## src/rtl/vcd_down_counter.sv

```systemverilog
// Loadable, cascadable down-counter with clock enable and synchronous clear.
// Counts a loaded value down to zero and flags it; one-shot or auto-reload is chosen per load.
module vcd_down_counter #(
  parameter int WIDTH = 4
) (
  input  logic             clk,
  input  logic             clr,
  input  logic             ce,
  input  logic             ld,
  input  logic [WIDTH-1:0] din,
  input  logic             arl,
  output logic [WIDTH-1:0] Q,
  output logic             TC,
  output logic             CEO,
  output logic             busy
);

  typedef enum logic [1:0] {
    IDLE = 2'd0,
    RUN  = 2'd1,
    HOLD = 2'd2
  } state_t;

  state_t           state, stateNext;
  logic [WIDTH-1:0] rld, rldNext;
  logic [WIDTH-1:0] qNext;
  logic             arl_r, arlNext;

  // State register; clr overrides every other action on the same edge
  always_ff @(posedge clk) begin
    if (clr) begin
      state <= IDLE;
      Q     <= '0;
      rld   <= '0;
      arl_r <= 1'b0;
    end else begin
      state <= stateNext;
      Q     <= qNext;
      rld   <= rldNext;
      arl_r <= arlNext;
    end
  end

  // Load beats counting; the terminal decision is taken at zero so there is never a wrap to all-ones
  always_comb begin
    stateNext = state;
    qNext     = Q;
    rldNext   = rld;
    arlNext   = arl_r;
    if (ld) begin
      qNext     = din;
      rldNext   = din;
      arlNext   = arl;
      stateNext = RUN;
    end else begin
      case (state)
        RUN: begin
          if (ce) begin
            if (Q != '0) begin
              qNext = Q - 1'b1;
            end else if (arl_r) begin
              qNext = rld;
            end else begin
              stateNext = HOLD;
            end
          end
        end
        default: begin
          qNext = Q;
        end
      endcase
    end
  end

  assign busy = (state == RUN);
  assign TC   = busy && (Q == '0);
  assign CEO  = TC & ce;

endmodule

```

## config.mk

```make
export PLATFORM = sky130hd
export DESIGN_NAME = vcd_down_counter
export DESIGN_NICKNAME = d
export VERILOG_FILES = /design/src/rtl/vcd_down_counter.sv
export SDC_FILE = /design/constraint.sdc
export NUM_CORES = 1
export LEC_CHECK = 0
export CORE_AREA = 2 2 39 41
export CTS_BUF_LIST = sky130_fd_sc_hd__clkbuf_8
export DETAILED_ROUTE_END_ITERATION = 12
export DIE_AREA = 0 0 41 43
export PLACE_DENSITY = 0.84
export SLEW_MARGIN = 20
export SYNTH_ARGS = -nofsm -noshare
export SYNTH_HDL_FRONTEND = slang
export SYNTH_SLANG_ARGS = --single-unit
```

## constraint.sdc

```tcl
create_clock -name clk -period 4.2 [get_ports clk]
set_input_delay 1.05 -clock clk [delete_from_list [all_inputs] [get_ports clk]]
set_output_delay 1.05 -clock clk [all_outputs]
set_load 0.05 [all_outputs]
```

==> metrics.md <==
| Metric | Value |
|---|---|
| Outcome | `completed` |
| Warnings, synthesis | `0` |
| Setup bufs post-CTS | `0` |
| Static Leak | `0.336 nW` |
| Initial Util | `44.2%` |
| RSZ-0062 raised after global routing | `no` |
| Clk root buf | `clkbuf_8` |
| Synth Cell Area | `612 um^2` |
| Max Slew Vio Count | `0` |
| Top cells by area, synth | `dfxtp_1 (36%), mux2i_1 (8.2%), nor2_1 (6.1%)` |
| Buffers added on ports | `15` |
| CORE AREA | `1380 um^2` |
| Max-cap violation count | `0` |
| Final setup violation count | `0` |
| Number of H-tree levels | `1` |
| Setup CP Type | `input pin to output port` |
| Routed len/inst | `12.3 um` |
| Gpl congestion | `0.741` |
| Yosys top cell by area | `dfxtp_1` |
| Die area | `1760 um^2` |
| Sequential fraction of the synthesis area | `36.0%` |
| Rel. slew slack | `65.9%` |
| Drt initial violations | `6` |
| Die width | `41 um` |
| DR pass1 iterations | `4` |
| Netlist cell types | `30` |
| Crit path time final | `3.62 ns` |
| Post-synthesis cell count | `66` |
| Fin nets | `94` |
| TritonCTS buffer count | `3` |
| Main flop type after synthesis | `dfxtp_1` |
| Max VDD drop | `226 uV` |
| Vias in the first global route | `510` |
| Worst-Margin Slew | `0.510 ns` |
| WL final | `1220 um` |
| Period utilization | `86.2%` |
| Avg Cell Area, Syn | `9.27 um^2` |
| Skew final | `0.000497 ns` |
| Final ANT Viol Nets | `0` |
| Clk_lat worst skew | `0.24 ns` |
| Pwr dens | `417 nW/um^2` |
| Async SR Flop Fraction | `0%` |
| Rows | `14` |
| First-pass GRT wire length | `1970 um` |
| Detailed Place HPWL | `896 um` |
| TritonCTS Sinks | `11` |
| Startpoint Class | `input pin` |
| Hold_buf cts | `0` |
| Vias per cell | `5.43` |
| Ports | `16` |
| Ant diodes | `0` |
| Placed Area | `769 um^2` |
| CTS tree | `yes` |
| Clock Path Buffers | `2` |
| Final hold violations | `0` |
| Layout cells sized above 1 | `12.0%` |
| Worst-path clk slew | `0.05 ns` |
| Drt drc | `0` |
| TNS Setup | `0 ns` |
| Hold WC Path Type | `flip-flop to flip-flop` |
| Fmax | `0.276 GHz` |
| Pin count of the biggest net entering global routing | `12` |
| Initial antenna violation count | `0` |
| Via Count | `538` |
| Worst-path maximum fanout | `4` |
| GRT overflow | `0` |
| CP endpoint kind | `output port` |
| P&R area growth vs syn | `33.1%` |
| Post-synth EDFFs | `0` |
| Final instance area | `815 um^2` |
| Die Y-Extent | `43 um` |
| Register bit total from synthesis | `11` |
| Syn nets | `76` |
| CP arrival | `2.57 ns` |
| Crit path required time | `3.15 ns` |
| Overall Global Routing Usage | `16.5%` |
| Resized Gates After CTS | `0` |
| Top-area cell type share of the netlist area | `36.0%` |
==> worst max-delay path, cell delays in order <==
cell and delay, ns:
clkdlybuf4s50_1 0.51, nand3b_4 0.11, nor2_1 0.10, clkdlybuf4s50_1 0.80
==> cell families (layout without fill, tap and decap cells) <==
logic type,count (synthesis),after routing,synth area share (%)
AND/OR/NAND/NOR,28,28,30.5
AO/OA/AOI/OAI,15,15,18.8
flip-flops,11,11,36.0
buffers and inverters,6,23,4.50
multiplexers,5,5,8.18
adder cells (fa/ha/maj),1,1,2.04
==> metrics by stage <==
step	instances	util (%)	power, mW	hold slack, ns	setup WS, ns
CTS	99	58.9	0.341	0.489	0.560
finish	99	58.9	0.339	0.491	0.579
floorplan	66	-	0.205	0.455	1.26
detailed placement	95	55.6	0.237	0.481	0.569
global route	99	58.9	0.353	0.511	0.523
global placement	95	55.6	0.234	0.475	0.593
==> report_power, final <==
group	internal, mW	leakage [nW]	total, mW	switching [mW]
logic	0.0481	0.218	0.110	0.0620
clock network	0.0642	0.0269	0.104	0.0402
registers	0.113	0.0909	0.125	0.0114
total	0.226	0.336	0.339	0.114
==> cells in the mapped netlist (2+ instances only) <==
cell type  number
mux2i_1         5
o211ai_1        2
inv_1           4
o21ai_0         3
nand2_1         2
nor2b_1         4
nor3_2          2
nand2b_1        2
nor2_1         10
dfxtp_1        11
a21oi_1         2
==> layout make-up <==
class | instances | area (um^2)
clock buffer | 3 | 41.3
sequential | 11 | 220
timing repair buffer | 15 | 150
multi-input combinational | 49 | 364
fill | 123 | 569
inverter | 4 | 15.0
tap | 16 | 20.0
clock inverter | 1 | 3.75
==> final timing paths <==
path / startpoint / to / slack [ns] / cells past startpoint
setup / recovery: ce / CEO / 0.58 / 4
hold reg to reg: rld[1] / rld[1] / 0.49 / 2
hold / removal: rld[1] / rld[1] / 0.49 / 2
setup reg to reg: Q[0] / Q[2] / 2.48 / 6
==> cells in the final DEF, fill, tap and decap left out, types with 2 or more instances in the layout <==
cell type / n
clkbuf_8: 3
mux2i_1: 5
o21ai_0: 3
a21oi_1: 2
clkdlybuf4s50_1: 15
o211ai_1: 2
nor3_2: 2
dfxtp_1: 11
nor2b_1: 4
nor2_1: 10
inv_1: 5
nand2_1: 2
nand2b_1: 2
==> state kept, by name, summed over array words and instances, names as in the netlist <==
register / flops
Q: 4
state: 2
arl_r: 1
rld: 4
==> per-layer routing <==
layer / vias up / track usage (%) / part of all wire, %
met3: 5 / 3.14 / 4.3
met1: 247 / 18.9 / 45
met4: 0 / 14.0 / 3.4
li1: 269 / - / -
met5: - / 0 / 0
met2: 17 / 24.7 / 47
Power figures use the tool's default switching activity.
